## config.mk

```make
export PLATFORM = sky130hd
export DESIGN_NAME = hilo_muldiv_ctrl
export DESIGN_NICKNAME = d
export VERILOG_FILES = /design/src/rtl/hilo_muldiv_ctrl_pkg.sv /design/src/rtl/hilo_muldiv_ctrl_iter.sv /design/src/rtl/hilo_muldiv_ctrl.sv
export SDC_FILE = /design/constraint.sdc
export NUM_CORES = 1
export LEC_CHECK = 0
export CAP_MARGIN = 20
export CORE_UTILIZATION = 35
export CTS_CLUSTER_DIAMETER = 200
export DETAILED_ROUTE_END_ITERATION = 6
export HOLD_SLACK_MARGIN = 0.03
export PLACE_DENSITY = 0.49
export SLEW_MARGIN = 15
export SYNTH_ARGS = -nofsm -noshare
export SYNTH_HDL_FRONTEND = slang
export SYNTH_SLANG_ARGS = --single-unit
```

## constraint.sdc

```tcl
create_clock -name clk -period 6.9 [get_ports clk]
set_clock_uncertainty 0.05 [all_clocks]
set_input_delay 0.69 -clock clk [delete_from_list [all_inputs] [get_ports clk]]
set_output_delay 0.69 -clock clk [all_outputs]
set_load 0.005 [all_outputs]
```

## src/rtl/hilo_muldiv_ctrl_pkg.sv

```systemverilog
// Shared definitions for the HI/LO multiply/divide sequencer: ALU operation
// codes, FSM state encoding, iteration mode and small decode helpers.
package hilo_muldiv_ctrl_pkg;

    // ALU operation encodings (4-bit alu_op field)
    localparam logic [3:0] ALU_ADD = 4'd0;
    localparam logic [3:0] ALU_SUB = 4'd1;
    localparam logic [3:0] ALU_AND = 4'd2;
    localparam logic [3:0] ALU_OR  = 4'd3;
    localparam logic [3:0] ALU_MUL = 4'd10;
    localparam logic [3:0] ALU_DIV = 4'd11;
    localparam logic [3:0] ALU_HIR = 4'd12;  // MFHI
    localparam logic [3:0] ALU_LOR = 4'd13;  // MFLO
    localparam logic [3:0] ALU_HIW = 4'd14;  // MTHI
    localparam logic [3:0] ALU_LOW = 4'd15;  // MTLO

    typedef enum logic [1:0] {
        ST_IDLE = 2'd0,
        ST_BUSY = 2'd1,
        ST_FIX  = 2'd2
    } state_t;

    typedef enum logic {
        MODE_MUL = 1'b0,
        MODE_DIV = 1'b1
    } mode_t;

    // True for operations that launch a multi-cycle sequence
    function automatic logic is_muldiv(input logic [3:0] op);
        return (op == ALU_MUL) || (op == ALU_DIV);
    endfunction

    // True for operations that read or write HI/LO directly
    function automatic logic is_hilo(input logic [3:0] op);
        return (op == ALU_HIR) || (op == ALU_LOR) ||
               (op == ALU_HIW) || (op == ALU_LOW);
    endfunction

endpackage

```

## src/rtl/hilo_muldiv_ctrl_iter.sv

```systemverilog
// One iteration of shift-add multiply or restoring divide on a 2*WIDTH
// accumulator. Purely combinational; the controller registers acc_next.
module hilo_muldiv_ctrl_iter
    import hilo_muldiv_ctrl_pkg::*;
#(
    parameter int WIDTH = 32
) (
    input  mode_t              mode,
    input  logic [2*WIDTH-1:0] acc,
    input  logic [WIDTH-1:0]   operand,
    output logic [2*WIDTH-1:0] acc_next
);

    logic [WIDTH:0] mul_sum;
    logic [WIDTH:0] div_rem_sh;
    logic [WIDTH:0] div_diff;
    logic           div_ge;

    // Multiply: conditional add into the upper half, then shift right.
    // Divide: shift {rem,quo} left, trial-subtract; the borrow bit of the
    // (WIDTH+1)-bit difference says whether the subtraction is kept.
    always_comb begin
        mul_sum    = {1'b0, acc[2*WIDTH-1:WIDTH]} +
                     (acc[0] ? {1'b0, operand} : {(WIDTH+1){1'b0}});
        div_rem_sh = {acc[2*WIDTH-1:WIDTH], acc[WIDTH-1]};
        div_diff   = div_rem_sh - {1'b0, operand};
        div_ge     = ~div_diff[WIDTH];
        if (mode == MODE_MUL) begin
            acc_next = {mul_sum, acc[WIDTH-1:1]};
        end else begin
            acc_next = {(div_ge ? div_diff[WIDTH-1:0] : div_rem_sh[WIDTH-1:0]),
                        acc[WIDTH-2:0], div_ge};
        end
    end

endmodule

```

## src/rtl/hilo_muldiv_ctrl.sv

```systemverilog
// Multi-cycle multiply/divide sequencer with the architectural HI/LO
// registers. Operands are reduced to magnitudes at start, iterated one bit
// per cycle, and sign-corrected in a final FIX cycle that writes HI/LO.
module hilo_muldiv_ctrl
    import hilo_muldiv_ctrl_pkg::*;
#(
    parameter int WIDTH = 32,
    parameter int CNT_W = 5
) (
    input  logic             clk,
    input  logic             rst_n,
    input  logic             op_valid_i,
    input  logic [3:0]       alu_op,
    input  logic             signed_i,
    input  logic [WIDTH-1:0] alusrc_1,
    input  logic [WIDTH-1:0] alusrc_2,
    input  logic             flush_i,
    output logic             stall_o,
    output logic             done_o,
    output logic [WIDTH-1:0] hilo_out,
    output logic [WIDTH-1:0] hi_o,
    output logic [WIDTH-1:0] lo_o
);

    localparam logic [CNT_W-1:0] CNT_LAST = CNT_W'(WIDTH - 1);

    state_t             state, state_nxt;
    logic [CNT_W-1:0]   cnt;
    logic               start;
    logic               fix_wr;

    logic               src1_neg, src2_neg;
    logic [WIDTH-1:0]   mag1, mag2;

    mode_t              mode;
    logic [2*WIDTH-1:0] acc;
    logic [2*WIDTH-1:0] acc_step;
    logic [WIDTH-1:0]   opnd;
    logic [WIDTH-1:0]   dvd_orig;
    logic               sgn_q, sgn_r, div0;

    logic [2*WIDTH-1:0] prod;
    logic [WIDTH-1:0]   quo, rem;
    logic [WIDTH-1:0]   fix_hi, fix_lo;
    logic [WIDTH-1:0]   hi_q, lo_q;

    // Operand magnitudes; for unsigned ops the operands pass through as-is.
    // The most negative value maps onto itself, which is the right unsigned
    // magnitude for the iteration.
    always_comb begin
        src1_neg = signed_i & alusrc_1[WIDTH-1];
        src2_neg = signed_i & alusrc_2[WIDTH-1];
        mag1     = src1_neg ? -alusrc_1 : alusrc_1;
        mag2     = src2_neg ? -alusrc_2 : alusrc_2;
    end

    hilo_muldiv_ctrl_iter #(
        .WIDTH    (WIDTH)
    ) u_iter (
        .mode     (mode),
        .acc      (acc),
        .operand  (opnd),
        .acc_next (acc_step)
    );

    // FSM state register
    always_ff @(posedge clk or negedge rst_n) begin
        if (!rst_n) begin
            state <= ST_IDLE;
        end else begin
            state <= state_nxt;
        end
    end

    // Next state, start/write strobes and the hazard-unit stall
    always_comb begin
        state_nxt = state;
        start     = 1'b0;
        fix_wr    = 1'b0;
        done_o    = 1'b0;
        case (state)
            ST_IDLE: begin
                if (op_valid_i && is_muldiv(alu_op) && !flush_i) begin
                    start     = 1'b1;
                    state_nxt = ST_BUSY;
                end
            end
            ST_BUSY: begin
                if (flush_i) begin
                    state_nxt = ST_IDLE;
                end else if (cnt == CNT_LAST) begin
                    state_nxt = ST_FIX;
                end
            end
            ST_FIX: begin
                state_nxt = ST_IDLE;
                if (!flush_i) begin
                    fix_wr = 1'b1;
                    done_o = 1'b1;
                end
            end
            default: state_nxt = ST_IDLE;
        endcase
        // HI/LO accesses while busy are held by the general busy term; the
        // explicit term documents that they must wait for the result.
        stall_o = (state != ST_IDLE) | start |
                  (op_valid_i & is_hilo(alu_op) & (state != ST_IDLE));
    end

    // Iteration counter: cleared on start, advanced once per BUSY cycle
    always_ff @(posedge clk or negedge rst_n) begin
        if (!rst_n) begin
            cnt <= '0;
        end else if (start) begin
            cnt <= '0;
        end else if (state == ST_BUSY) begin
            cnt <= cnt + 1'b1;
        end
    end

    // Operand latch at start and accumulator update during BUSY
    always_ff @(posedge clk) begin
        if (start) begin
            if (alu_op == ALU_DIV) begin
                mode <= MODE_DIV;
                acc  <= {{WIDTH{1'b0}}, mag1};
                opnd <= mag2;
            end else begin
                mode <= MODE_MUL;
                acc  <= {{WIDTH{1'b0}}, mag2};
                opnd <= mag1;
            end
            sgn_q    <= src1_neg ^ src2_neg;
            sgn_r    <= src1_neg;
            div0     <= (alusrc_2 == '0);
            dvd_orig <= alusrc_1;
        end else if (state == ST_BUSY) begin
            acc <= acc_step;
        end
    end

    // Sign correction and divide-by-zero override applied in FIX
    always_comb begin
        prod = sgn_q ? -acc : acc;
        quo  = acc[WIDTH-1:0];
        rem  = acc[2*WIDTH-1:WIDTH];
        if (mode == MODE_MUL) begin
            fix_hi = prod[2*WIDTH-1:WIDTH];
            fix_lo = prod[WIDTH-1:0];
        end else if (div0) begin
            fix_hi = dvd_orig;
            fix_lo = '1;
        end else begin
            fix_hi = sgn_r ? -rem : rem;
            fix_lo = sgn_q ? -quo : quo;
        end
    end

    // HI/LO registers: result write from FIX, or MTHI/MTLO while idle
    always_ff @(posedge clk or negedge rst_n) begin
        if (!rst_n) begin
            hi_q <= '0;
            lo_q <= '0;
        end else if (fix_wr) begin
            hi_q <= fix_hi;
            lo_q <= fix_lo;
        end else if ((state == ST_IDLE) && op_valid_i && !flush_i) begin
            if (alu_op == ALU_HIW) begin
                hi_q <= alusrc_1;
            end
            if (alu_op == ALU_LOW) begin
                lo_q <= alusrc_1;
            end
        end
    end

    // MFHI/MFLO read mux straight from the registers
    always_comb begin
        hilo_out = '0;
        if (alu_op == ALU_HIR) begin
            hilo_out = hi_q;
        end else if (alu_op == ALU_LOR) begin
            hilo_out = lo_q;
        end
    end

    assign hi_o = hi_q;
    assign lo_o = lo_q;

endmodule

```

==> impl_metrics.tcl <==
set metrics [dict create \
    drt-pass1-iter-count 5 \
    async_flop_share_pct 35.0 \
    drc 0 \
    fin_util_pct 42.3 \
    vias_per_cell 5.87 \
    synth_edf_count 132 \
    fin_crit_sh_pct 62.5 \
    fill_cells 4805 \
    drt-wirelength-per-cell_um 23.6 \
    clk_latency_ns 0.55 \
    routabilityCongestion 0.931 \
    syn_area_um2 17000 \
    die_area_um2 49400 \
    grt_overflow 0 \
    row_count 80 \
    antenna_left 0 \
    num_vias 16200 \
    initialDrtViolationCount 1482 \
    die_w_um 222 \
    fin_crit_ns 4.31 \
    power.total_uw 3880 \
    antenna_found_initial 1 \
    leakage_uw 0.00804 \
    grt_max_degree 76 \
    numPortBuffers 170 \
    syn_nets 2156 \
    synth_cell_types 76 \
    grt_pass1_vias 15800 \
    synth_area_leader_cell "edfxtp_1" \
    hp-class "reg2reg" \
    setup_tns_ns 0 \
    path_max_fanout 23 \
    cts_hold_buf 1 \
    io_pins 171 \
    r2r_start "acc[31]$_DFFE_PP_" \
    clockRootBuffer "clkbuf_16" \
    synthCells 2011 \
    cts_tree "done" \
    layout-area-overhead-vs-synth_pct 19.1 \
    cp-start-kind "flip-flop" \
    synth.avg_cell_area_um2 8.44 \
    grt_pass1_wl_um 98900 \
    numCtsBuffers 26 \
    critPathKind "reg2reg" \
    worst_pin_slew_ns 1.14 \
    drv_slew 0 \
    synth_ff_type "edfxtp_1" \
    cp-startpoint "acc[31]$_DFFE_PP_" \
    drive_gt1_share_pct 5.06 \
    reg2reg_depth 13 \
    ir_drop_mv 0.158 \
    ys_ff_latch 203 \
    synth_area_leaders "edfxtp_1 (23%), dfrtp_1 (10%), mux2i_1 (7.4%)" \
    synth_warnings 0 \
    clkSinkCount 203 \
    cts_resized 0 \
    dpl_worst_slack_ns 2.24 \
    cts_buffer_depth 3 \
    cp.arrival_ns 4.57 \
    rsz0062_at_grt "false" \
    synth-seq-area-share_pct 33.8 \
    core-area_um2 47800 \
    end_kind "flip-flop" \
    timing.fmax_mhz 232 \
    fin_nets 2261 \
    hold_viol 0 \
    r2r_setup_slack_ns 2.59 \
    die_h_um 222 \
    setup_viol 0 \
    hold_ws_ns 0.468 \
    hpwl_um 48200 \
    htree_levels 1 \
    cp.required_ns 7.16 \
    yosysTopAreaCellShare_pct 23.3 \
    max_slew_margin_pct 23.2 \
    outcome "finished clean" \
    rr_endpoint "acc[61]$_SDFFCE_PP0P_" \
    endpoint "acc[61]$_SDFFCE_PP0P_" \
    path_clk_slew_ns 0.06 \
    cts_setup_buffers 0 \
    drt_wl_total_um 64900 \
    drv_cap 0 \
    powerDensity_nw_per_um2 192 \
    diodes 0 \
    track_usage_pct 25.9 \
    start_util_pct 35.5 \
    worst_slack_ns 2.59 \
]
-- cell type report --
| class | count | area (um^2) | share of cell area, % |
|---|---|---|---|
| Inverter | 66 | 250 | 1.24 |
| Clock buffer | 30 | 697 | 3.45 |
| Multi-Input combinational cell | 1620 | 10600 | 52.2 |
| Sequential cell | 203 | 5740 | 28.4 |
| Clock inverter | 18 | 251 | 1.24 |
| Tap cell | 615 | 769 | 3.80 |
| Timing Repair Buffer | 199 | 1950 | 9.65 |
-- power breakdown --
part / internal, uW / switching (uW) / leakage (uW) / total, uW
combinational: 394 / 396 / 0.00547 / 790
sequential: 1420 / 144 / 0.00211 / 1560
clock: 947 / 585 / 0.000456 / 1530
-- registers in the layout (all words and copies together), names as in the netlist --
signal	cells
dvd_orig	32
state	2
div0	1
sgn_r	1
lo_o	32
cnt	5
mode	1
opnd	32
hi_o	32
acc	64
sgn_q	1
-- layer usage --
layer  global-route usage (%)  up-vias  share of wire, %
met3                     3.52       75               6.3
li1                         -     7575                 -
met2                     40.6      563                44
met5                        0        -                 0
met4                     5.44        0               1.7
met1                     37.7     7945                48
-- synth_stat cells (63+ instances only) --
cell type and instances:
a21oi_1 181, clkbuf_1 105, dfrtp_1 71, edfxtp_1 132, ha_1 70, inv_1 63
mux2i_1 126, nand2_1 268, nor2_1 150, o21ai_0 159, xnor2_1 102, xor2_1 73
-- layout by cell type (no fill, tap or decap), drive strengths merged, types with 10 or more instances in the layout --
cell type      instances
clkdlybuf4s50        169
o21ai                174
clkbuf                30
xnor2                102
buf                   29
a21o                  28
nand2                268
inv                   65
and3                  13
or4                   11
o211ai                30
a32oi                 30
nand4                 12
mux2i                126
nor4                  17
clkinv                10
a21oi                181
ha                    70
and2                  12
nor2b                 10
or3                   28
o41ai                 11
xor2                  73
a22o                  32
nand2b                19
dfrtp                 71
nand3                 40
nor2                 150
a211oi                20
o21a                  11
nor3                  24
edfxtp               132
a31oi                 16
o31ai                 21
-- cell families (layout without fill, tap and decap cells) --
kind of cell | after synthesis | after routing | synth area share (%)
xor gates and xnor gates | 175 | 175 | 9.03
DFF | 203 | 203 | 33.8
and+or+nand+nor | 635 | 635 | 17.3
muxes | 133 | 133 | 7.89
AOI/OAI and AO/OA | 605 | 605 | 22.4
buffers and inverters | 188 | 313 | 4.18
adders and majority gates | 72 | 72 | 5.39
-- stage by stage --
| step | cells | area [um^2] |
|---|---|---|
| finish | 2751 | 20200 |
| floorplan | 2011 | 17000 |
| global route | 2751 | 20200 |
| detailed placement | 2700 | 19200 |
| CTS | 2749 | 20200 |
| global placement | 2700 | 19200 |
-- how the worst min path moves through the flow --
stage | startpoint | end | slack, ns | cells after the start
2_1_floorplan | rst_n | cnt[0]$_DFFE_PN0P_ | 0.34 | 0
3_5_place_dp | cnt[2]$_DFFE_PN0P_ | cnt[2]$_DFFE_PN0P_ | 0.46 | 1
6_report | cnt[2]$_DFFE_PN0P_ | cnt[2]$_DFFE_PN0P_ | 0.47 | 1
5_1_grt | cnt[4]$_DFFE_PN0P_ | cnt[4]$_DFFE_PN0P_ | 0.51 | 2
3_3_place_gp | cnt[2]$_DFFE_PN0P_ | cnt[2]$_DFFE_PN0P_ | 0.46 | 1
4_1_cts | cnt[2]$_DFFE_PN0P_ | cnt[2]$_DFFE_PN0P_ | 0.48 | 1
-- worst max-delay path, stage by stage (launching register included) --
cell and delay (ns):
edfxtp_1 0.32, buf_4 0.15, inv_1 0.07, ha_1 0.23
fa_1 0.41, nand2b_1 0.21, a21oi_1 0.38, o311a_1 0.32
a211o_1 0.23, a31oi_1 0.18, xnor2_2 0.52, buf_4 0.46
nand2_1 0.27, o21a_1 0.27
Power figures use the tool's default switching activity.
